`src/rtl/ucsbece154a_dmem_ctrl_if.sv`:
```
// Load/store request/response bundle between the datapath and the data-memory controller.
// Latency: none, wires only.
// Backpressure: requester holds req_i until the one-cycle ready_o response pulse.
interface ucsbece154a_dmem_ctrl_if;
    logic        req_i;
    logic        we_i;
    logic [31:0] addr_i;
    logic [31:0] wdata_i;
    logic [3:0]  be_i;
    logic        ready_o;
    logic [31:0] rdata_o;
    logic        err_o;
    logic        busy_o;

    // Datapath side: issues requests, consumes responses.
    modport master (
        output req_i, we_i, addr_i, wdata_i, be_i,
        input  ready_o, rdata_o, err_o, busy_o
    );

    // Controller side.
    modport slave (
        input  req_i, we_i, addr_i, wdata_i, be_i,
        output ready_o, rdata_o, err_o, busy_o
    );
endinterface

```
`src/rtl/ucsbece154a_dmem_ctrl.sv`:
```
// Data-memory controller: one request at a time, byte-lane stores, registered full-word loads.
// Latency: ready_o on the (WAIT_CYCLES+1)th posedge counting the accepting edge as the first.
// Backpressure: req_i ignored while in WAIT; a request held through RESP is accepted with no bubble.
// Optional DMEM_ERR_EN: range/alignment checking with err_o; otherwise the index wraps and err_o is 0.
module ucsbece154a_dmem_ctrl #(
    parameter logic [31:0] BASE_ADDR   = 32'h1000_0000,
    parameter int          DEPTH       = 64,
    parameter int          WAIT_CYCLES = 2
) (
    input  logic                     clk,
    input  logic                     reset_n,
    ucsbece154a_dmem_ctrl_if.slave   bus
);

    localparam int         IDX_W    = $clog2(DEPTH);
    localparam logic [3:0] CNT_INIT = (WAIT_CYCLES > 0) ? 4'(WAIT_CYCLES - 1) : 4'd0;

    typedef enum logic [1:0] {
        S_IDLE,
        S_WAIT,
        S_RESP
    } state_t;

    state_t      state, state_nxt;
    logic [3:0]  cnt, cnt_nxt;

    // Request captured on the accepting edge; inputs are ignored afterwards.
    logic        q_we;
    logic [31:0] q_addr;
    logic [31:0] q_wdata;
    logic [3:0]  q_be;

    // The request being committed on this edge (the edge that enters RESP).
    logic             c_vld;
    logic             c_we;
    logic [31:0]      c_addr;
    logic [31:0]      c_wdata;
    logic [3:0]       c_be;
    logic [31:0]      c_off;
    logic [IDX_W-1:0] c_idx;
    logic             c_err;
    logic             unused_off_bits;

    logic             accept;
    logic             err_q;
    logic [31:0]      rdata_q;

    logic [31:0] mem [DEPTH];

    assign accept = bus.req_i && ((state == S_IDLE) || (state == S_RESP));

    // State and wait counter; reset abandons any request in flight.
    always_ff @(posedge clk or negedge reset_n) begin
        if (!reset_n) begin
            state <= S_IDLE;
            cnt   <= 4'd0;
        end else begin
            state <= state_nxt;
            cnt   <= cnt_nxt;
        end
    end

    // Next-state: IDLE/RESP accept, WAIT counts down to zero then responds.
    always_comb begin
        state_nxt = state;
        cnt_nxt   = cnt;
        case (state)
            S_IDLE, S_RESP: begin
                if (bus.req_i) begin
                    if (WAIT_CYCLES == 0) begin
                        state_nxt = S_RESP;
                    end else begin
                        state_nxt = S_WAIT;
                        cnt_nxt   = CNT_INIT;
                    end
                end else begin
                    state_nxt = S_IDLE;
                end
            end
            S_WAIT: begin
                if (cnt != 4'd0) begin
                    cnt_nxt = cnt - 4'd1;
                end else begin
                    state_nxt = S_RESP;
                end
            end
            default: state_nxt = S_IDLE;
        endcase
    end

    // Capture the request fields on the accepting edge.
    always_ff @(posedge clk or negedge reset_n) begin
        if (!reset_n) begin
            q_we    <= 1'b0;
            q_addr  <= 32'd0;
            q_wdata <= 32'd0;
            q_be    <= 4'd0;
        end else if (accept) begin
            q_we    <= bus.we_i;
            q_addr  <= bus.addr_i;
            q_wdata <= bus.wdata_i;
            q_be    <= bus.be_i;
        end
    end

    // Select the committing request: latched fields after WAIT, live inputs when there are no wait states.
    always_comb begin
        c_vld   = 1'b0;
        c_we    = q_we;
        c_addr  = q_addr;
        c_wdata = q_wdata;
        c_be    = q_be;
        if (state == S_WAIT) begin
            c_vld = reset_n && (cnt == 4'd0);
        end else if (WAIT_CYCLES == 0) begin
            c_vld   = reset_n && accept;
            c_we    = bus.we_i;
            c_addr  = bus.addr_i;
            c_wdata = bus.wdata_i;
            c_be    = bus.be_i;
        end
    end

    assign c_off = c_addr - BASE_ADDR;
    assign c_idx = c_off[IDX_W+1:2];
    assign unused_off_bits = ^{c_off[31:IDX_W+2], c_off[1:0]};

    // Access checking: out-of-window offset, or misaligned load / misaligned store with any lane enabled.
    always_comb begin
        c_err = 1'b0;
`ifdef DMEM_ERR_EN
        c_err = (c_off >= 32'(4 * DEPTH)) ||
                ((c_addr[1:0] != 2'b00) && (!c_we || (c_be != 4'b0000)));
`endif
    end

    // Byte-lane store into the word array on the edge entering RESP; errored stores are dropped.
    always_ff @(posedge clk) begin
        if (c_vld && c_we && !c_err) begin
            for (int k = 0; k < 4; k++) begin
                if (c_be[k]) begin
                    mem[c_idx][8*k +: 8] <= c_wdata[8*k +: 8];
                end
            end
        end
    end

    // Response registers: load data (zero on error) and the error flag, held until the next response.
    always_ff @(posedge clk or negedge reset_n) begin
        if (!reset_n) begin
            rdata_q <= 32'd0;
            err_q   <= 1'b0;
        end else if (c_vld) begin
            err_q <= c_err;
            if (c_err) begin
                rdata_q <= 32'd0;
            end else if (!c_we) begin
                rdata_q <= mem[c_idx];
            end
        end
    end

    assign bus.ready_o = (state == S_RESP);
    assign bus.err_o   = (state == S_RESP) && err_q;
    assign bus.rdata_o = rdata_q;
    assign bus.busy_o  = (state != S_IDLE);

endmodule
```
`src/flat_wrapper.sv`:
```
// flat-port wrapper written by rule: the top's interface ports become plain ports
module ucsbece154a_dmem_ctrl_flat 
#(
    parameter logic [31:0] BASE_ADDR   = 32'h1000_0000,
    parameter int          DEPTH       = 64,
    parameter int          WAIT_CYCLES = 2
)
  (clk, reset_n, bus_req_i, bus_we_i, bus_addr_i, bus_wdata_i, bus_be_i, bus_ready_o, bus_rdata_o, bus_err_o, bus_busy_o);
  ucsbece154a_dmem_ctrl_if bus_i ();
  input  logic clk;
  input  logic reset_n;
  input wire logic [$bits(bus_i.req_i)-1:0] bus_req_i;
  input wire logic [$bits(bus_i.we_i)-1:0] bus_we_i;
  input wire logic [$bits(bus_i.addr_i)-1:0] bus_addr_i;
  input wire logic [$bits(bus_i.wdata_i)-1:0] bus_wdata_i;
  input wire logic [$bits(bus_i.be_i)-1:0] bus_be_i;
  output wire logic [$bits(bus_i.ready_o)-1:0] bus_ready_o;
  output wire logic [$bits(bus_i.rdata_o)-1:0] bus_rdata_o;
  output wire logic [$bits(bus_i.err_o)-1:0] bus_err_o;
  output wire logic [$bits(bus_i.busy_o)-1:0] bus_busy_o;
  assign bus_i.req_i = bus_req_i;
  assign bus_i.we_i = bus_we_i;
  assign bus_i.addr_i = bus_addr_i;
  assign bus_i.wdata_i = bus_wdata_i;
  assign bus_i.be_i = bus_be_i;
  assign bus_ready_o = bus_i.ready_o;
  assign bus_rdata_o = bus_i.rdata_o;
  assign bus_err_o = bus_i.err_o;
  assign bus_busy_o = bus_i.busy_o;
  ucsbece154a_dmem_ctrl #(.BASE_ADDR(BASE_ADDR), .DEPTH(DEPTH), .WAIT_CYCLES(WAIT_CYCLES)) u_core (.clk(clk), .reset_n(reset_n), .bus(bus_i));
endmodule
```
`config.mk`:
```
export PLATFORM = sky130hd
export DESIGN_NAME = ucsbece154a_dmem_ctrl_flat
export DESIGN_NICKNAME = d
export VERILOG_FILES = /design/src/rtl/ucsbece154a_dmem_ctrl_if.sv /design/src/rtl/ucsbece154a_dmem_ctrl.sv /design/src/flat_wrapper.sv
export SDC_FILE = /design/constraint.sdc
export NUM_CORES = 2
export LEC_CHECK = 0
export CAP_MARGIN = 20
export CORE_UTILIZATION = 40
export CTS_CLUSTER_DIAMETER = 30
export DETAILED_ROUTE_END_ITERATION = 10
export PLACE_DENSITY = 0.66
export SLEW_MARGIN = 20
export SYNTH_ARGS = -nofsm -noshare
export SYNTH_HDL_FRONTEND = slang
export SYNTH_SLANG_ARGS = --single-unit
```
`constraint.sdc`:
```
create_clock -name clk -period 6.5 [get_ports clk]
set_input_delay 0.975 -clock clk [delete_from_list [all_inputs] [get_ports clk]]
set_output_delay 0.975 -clock clk [all_outputs]
set_load 0.02 [all_outputs]
```
# Yosys cells after proc, flatten, opt, wreduce, memory -nomap -nowiden
# Memories as Yosys holds them, arrays and structs flattened. A register that Yosys moved wholly into a read port is not among the register bits.
# Index checks and enable logic that the tools add are counted.
[classes]
eq_ne = 5
n_addsub = 2
reduce_logical = 13
muxes = 19
n_bitwise = 1
[op_table]
columns = ["cell", "count"]
rows = [
  ["$mux 1", 14],
  ["$mux 4", 2],
  ["$pmux 4 s2", 1],
  ["$sub 8x1->8 const B", 1],
  ["$logic_not 4->1", 1],
  ["$ne 2x2->1 const B", 2],
  ["$pmux 2 s2", 1],
  ["$reduce_bool 2->1", 2],
  ["$reduce_bool 4->1", 1],
  ["$sub 4x1->4 const B", 1],
  ["$logic_and 1x1->1", 3],
  ["$reduce_and 3->1", 1],
  ["$eq 2x1->1 const B", 1],
  ["$eq 2x2->1 const B", 1],
  ["$logic_not 2->1", 1],
  ["$mux 2", 1],
  ["$ne 2x1->1 const B", 1],
  ["$reduce_and 2->1", 1],
  ["$reduce_or 2->1", 1],
  ["$logic_not 1->1", 1],
  ["$logic_or 1x1->1", 1],
  ["$not 1->1", 1],
]
[word_totals]
out_inout_bits = 35
ramBits = 2048
regBits = 51
n_memories = 1
elab_cells = 47
input_bits = 72
[memory_table]
columns = ["name", "words", "word_bits", "read_ports", "rd_clocked_by_memory_dff", "wr", "line_no", "text"]
rows = [
  ["u_core.mem", 64, 32, 1, 1, 1, "ucsbece154a_dmem_ctrl.sv:48", "logic [31:0] mem [DEPTH];"],
]

# Depth between registers and ports, before layout
[depth]
word_depth = 6
depth_mapped = 11
depth_no_buf = 8

# Worst setup path after synthesis
# Ideal clock, no wire load.
[synth_timing]
path_type = "reg-to-reg"
start = "register u_core.cnt[0]"
end = "memory u_core.mem[10][0], enable pin"
stages_incl_launch_ff = 10
required_ns = 6.130
n_path_buf = 2
setup_slack_ns = 3.941
setup_ns = 0.370
t_arrival_ns = 2.189
period_less_slack_ns = 2.559
cell_sequence = "dfrtp_1 > inv_1 > ha_1 > or3b_1 > nor2_1 > and3_1 > clkbuf_1 > nand2_1 > clkbuf_1 > nor2_1"
[synth_via]
elab_chain_cells = 6
[synth_lines]
columns = ["element", "line_no", "text"]
rows = [
  ["start: declaration", "ucsbece154a_dmem_ctrl.sv:25", "logic [3:0] cnt, cnt_nxt;"],
  ["start signal: assignment", "ucsbece154a_dmem_ctrl.sv:59", "cnt <= cnt_nxt;"],
  ["$logic_not 4->1", "ucsbece154a_dmem_ctrl.sv:114", "c_vld = reset_n && (cnt == 4'd0);"],
  ["$logic_and 1x1->1", "ucsbece154a_dmem_ctrl.sv:114", ""],
  ["$mux 1", "ucsbece154a_dmem_ctrl.sv:113", "if (state == S_WAIT) begin"],
  ["$logic_and 1x1->1", "ucsbece154a_dmem_ctrl.sv:139", "if (c_vld && c_we && !c_err) begin"],
  ["$mux 1", "ucsbece154a_dmem_ctrl.sv:139", ""],
  ["$mux 1 (implied by the code)", "ucsbece154a_dmem_ctrl.sv:142", "mem[c_idx][8*k +: 8] <= c_wdata[8*k +: 8];"],
  ["end: declaration", "ucsbece154a_dmem_ctrl.sv:48", ""],
]
# Every way passes these cells.

# Worst setup path after layout
[layout_timing]
start = "register u_core.q_addr[3] (netlist: u_core.c_addr[3])"
end = "memory u_core.mem[9][3], enable pin"
[layout_via]
elab_chain_cells = 1
[layout_lines]
columns = ["element", "line_no", "text"]
rows = [
  ["start: declaration", "ucsbece154a_dmem_ctrl.sv:29", "logic [31:0] q_addr;"],
  ["start signal: assignment", "ucsbece154a_dmem_ctrl.sv:100", "q_addr <= bus.addr_i;"],
  ["$sub 8x1->8", "ucsbece154a_dmem_ctrl.sv:124", "assign c_off = c_addr - BASE_ADDR;"],
]
# Every way passes these cells.

==> results.tsv <==
stage	metric	value	unit
grt	use_met2	36.93	%
outcome	status	completed	
yosys	synth_edf_count	2048	
grt	first_global_vias	47020	
route	firstDrtPassIters	6	
yosys	yosys_warnings	0	
grt	grt-ovfl-total	0	
grt	grt_usage	23.96	%
die	placementRows	166	
worst_setup_path	required	7.06	ns
clock_tree	htreeDepth	5	
timing	period_share	71.05	%
placement	port_buffers	79	
die	core	204600	um^2
hold_path	min_path_type	primary input to asynchronous set/reset pin	
power_and_ir_drop	ir_worst_vdd	0.5096	mV
worst_setup_path	worstRegToRegCells	4	
yosys	synth_area	82410	um^2
timing	setup_violations	0	
die	io_pins	107	
yosys	async_flop_share	3.805	%
grt	grt_antenna_before_repair	17	
worst_setup_path	cp-endpoint	u_core.mem[9][3]	
yosys	synth.top_cells.by_count	edfxtp_1 (2048), nor2_1 (393), mux2i_1 (320)	
yosys	synth-main-ff-cell	edfxtp_1	
placement	dp_hpwl	150000	um
route	num_vias	48270	
power_and_ir_drop	powerDensity	506.6	nW/um^2
clock_tree	post_cts_resized	0	
layout	layout-drive-gt1-share	20.49	%
yosys	netlist.area_leader.share	74.63	%
grt	use_met1	30.29	%
route	drc	0	
clock_tree	cts_hold_buffers	0	
clock_tree	clk_path_buf_depth	4	
yosys	syn_avg_cell_area	18.03	um^2
grt	use_met3	6.359	%
yosys	yosys.area.top_type	edfxtp_1	
timing	finalHoldViolCount	0	
power_and_ir_drop	power_leakage	31.01	nW
grt	grt_max_degree	93	
yosys	synth.area.top_cells	edfxtp_1 (75%), mux4_2 (4.3%), mux2i_1 (3.9%), a221oi_1 (2.6%), dfrtp_1 (2.5%)	
worst_setup_path	r2r-end	u_core.mem[9][3]	
yosys	synthCells	4570	
timing	relSlewSlack	18.85	%
timing	holdWs	0.2038	ns
worst_setup_path	rrSetupSlack	1.88	ns
route	first_iter_violations	7413	
route	wire_per_inst	32.91	um
timing	drv_slew	0	
yosys	synthesis.nets	4643	
layout	fill_cells	16530	
die	die_y	455.9	um
yosys	ys_ff_latch	2129	
yosys	yosysMostFrequentCell	edfxtp_1	
die	initial_core_util	40.28	%
placement	place_congestion	0.8899	
timing	fmaxAchievable	0.2165	GHz
timing	fin_setup_tns	0	ns
yosys	synth.distinct_cells	73	
clock_tree	insertion_delay	0.95	ns
timing	tightestPinTransition	1.216	ns
worst_setup_path	crit_start	u_core.c_addr[3]	
clock_tree	clockRootBuffer	clkbuf_16	
clock_tree	cts_setup_buffers	0	
timing	finClkSkew	0.05120	ns
yosys	yosysSeqAreaShare	77.09	%
grt	grt_most_used_layer	met2	
grt	grt_pass1_wl	354300	um
worst_setup_path	criticalPathCategory	flip-flop to flip-flop	
clock_tree	numCtsBuffers	343	
clock_tree	cts_num_sinks	2129	
worst_setup_path	critPathMaxFanout	39	
route	ant_nets	0	
worst_setup_path	startpoint_type	flip-flop	
layout	layout.nets	4852	
timing	rsz0062_at_grt	no	
worst_setup_path	worst_setup_path_end_kind	flip-flop	
worst_setup_path	arrival	5.18	ns
timing	post-route-min-period	4.618	ns
route	drt-total-wl	254900	um
die	dieArea	207800	um^2
clock_tree	tritoncts	yes	
flow_run	drv_cap	0	
worst_setup_path	rr_startpoint	u_core.c_addr[3]	
clock_tree	cts.clk_slew.worst_paths	0.05	ns
route	avgViaCountPerCell	6.233	
die	die-width	455.9	um
layout	area_growth	18.53	%
[registers in the layout, indices dropped and copies added (netlist names)]
signal and cells:
u_core.cnt 4, u_core.mem 2048, u_core.bus.rdata_o 32, u_core.c_we 1
u_core.c_wdata 32, u_core.state 2, u_core.c_be 4, u_core.c_addr 6
[cell families (layout without fill, tap and decap cells)]
kind of cell / Yosys count / after routing / share of synthesized area, %
simple gates: 654 / 654 / 3.371
buf+inv: 333 / 809 / 2.045
fa+ha+maj: 1 / 1 / 0.01518
flops: 2129 / 2129 / 77.09
compound gates: 856 / 856 / 7.649
xor+xnor: 2 / 2 / 0.02126
mux: 594 / 594 / 9.804
other cells: 1 / 12 / 0.004551
[final cells by class]
class | instances | area [um^2] | area share (%)
Antenna cell | 11 | 27.53 | 0.02818
Clock buffer | 371 | 8793 | 9.003
Clock inverter | 241 | 2786 | 2.853
Inverter | 6 | 27.53 | 0.02818
Multi-Input combinational cell | 2108 | 17320 | 17.74
Sequential cell | 2129 | 63610 | 65.13
Tap cell | 2688 | 3363 | 3.443
Timing Repair Buffer | 191 | 1742 | 1.783
[metrics by stage]
stage / worst slack [ns] / cell area [um^2] / util [%] / std cells / power, mW
after floorplan: 3.941 / 82410 / - / 4570 / 25.50
after global placement: 2.125 / 86030 / 42.05 / 7122 / 30.95
after detailed placement: 2.062 / 86030 / 42.05 / 7122 / 31.18
after CTS: 2.046 / 97610 / 47.71 / 7734 / 49.23
after global routing: 1.954 / 97650 / 47.73 / 7736 / 50.45
final: 1.882 / 97670 / 47.74 / 7745 / 49.48
[power by group]
group	total [mW]	internal (mW)	switching (mW)
sequential	18.9	17.4	1.52
clock	18.2	11.6	6.61
combinational	12.4	3.79	8.56
[layer usage]
layer  up-vias  part of all wire [%]
met5         -                  0.12
met4        20                   6.4
met3       708                    12
met2      3675                    46
met1     24680                    36
li1      19190                     -
[critical path, stage by stage, from the launching register on]
cell,delay [ns]
dfrtp_4,0.78
nand2b_2,0.35
nor2_2,0.93
nand2_1,1.04
nor2_1,1.06
[worst min path at each step]
stage | end | slack [ns] | cells past startpoint
floorplan | u_core.cnt[0] | 0.46 | 1
detailed placement | u_core.mem[47][6] | 0.48 | 0
global route | u_core.cnt[2] | 0.24 | 2
global placement | u_core.mem[46][6] | 0.48 | 0
finish | u_core.c_wdata[26] | 0.20 | 2
CTS | u_core.c_wdata[26] | 0.20 | 2
[placed cells by master, fill, tap and decap left out, types with 78 or more instances in the layout]
cell type,instances
o21ai_0,115
edfxtp_1,2048
mux2_2,115
o22ai_1,134
a22oi_1,101
nor2_1,387
mux2i_1,320
nand2_1,123
mux4_2,159
clkdlybuf4s50_1,78
clkbuf_16,347
buf_4,104
a221oi_1,249
(Power assumes the default switching activity.)
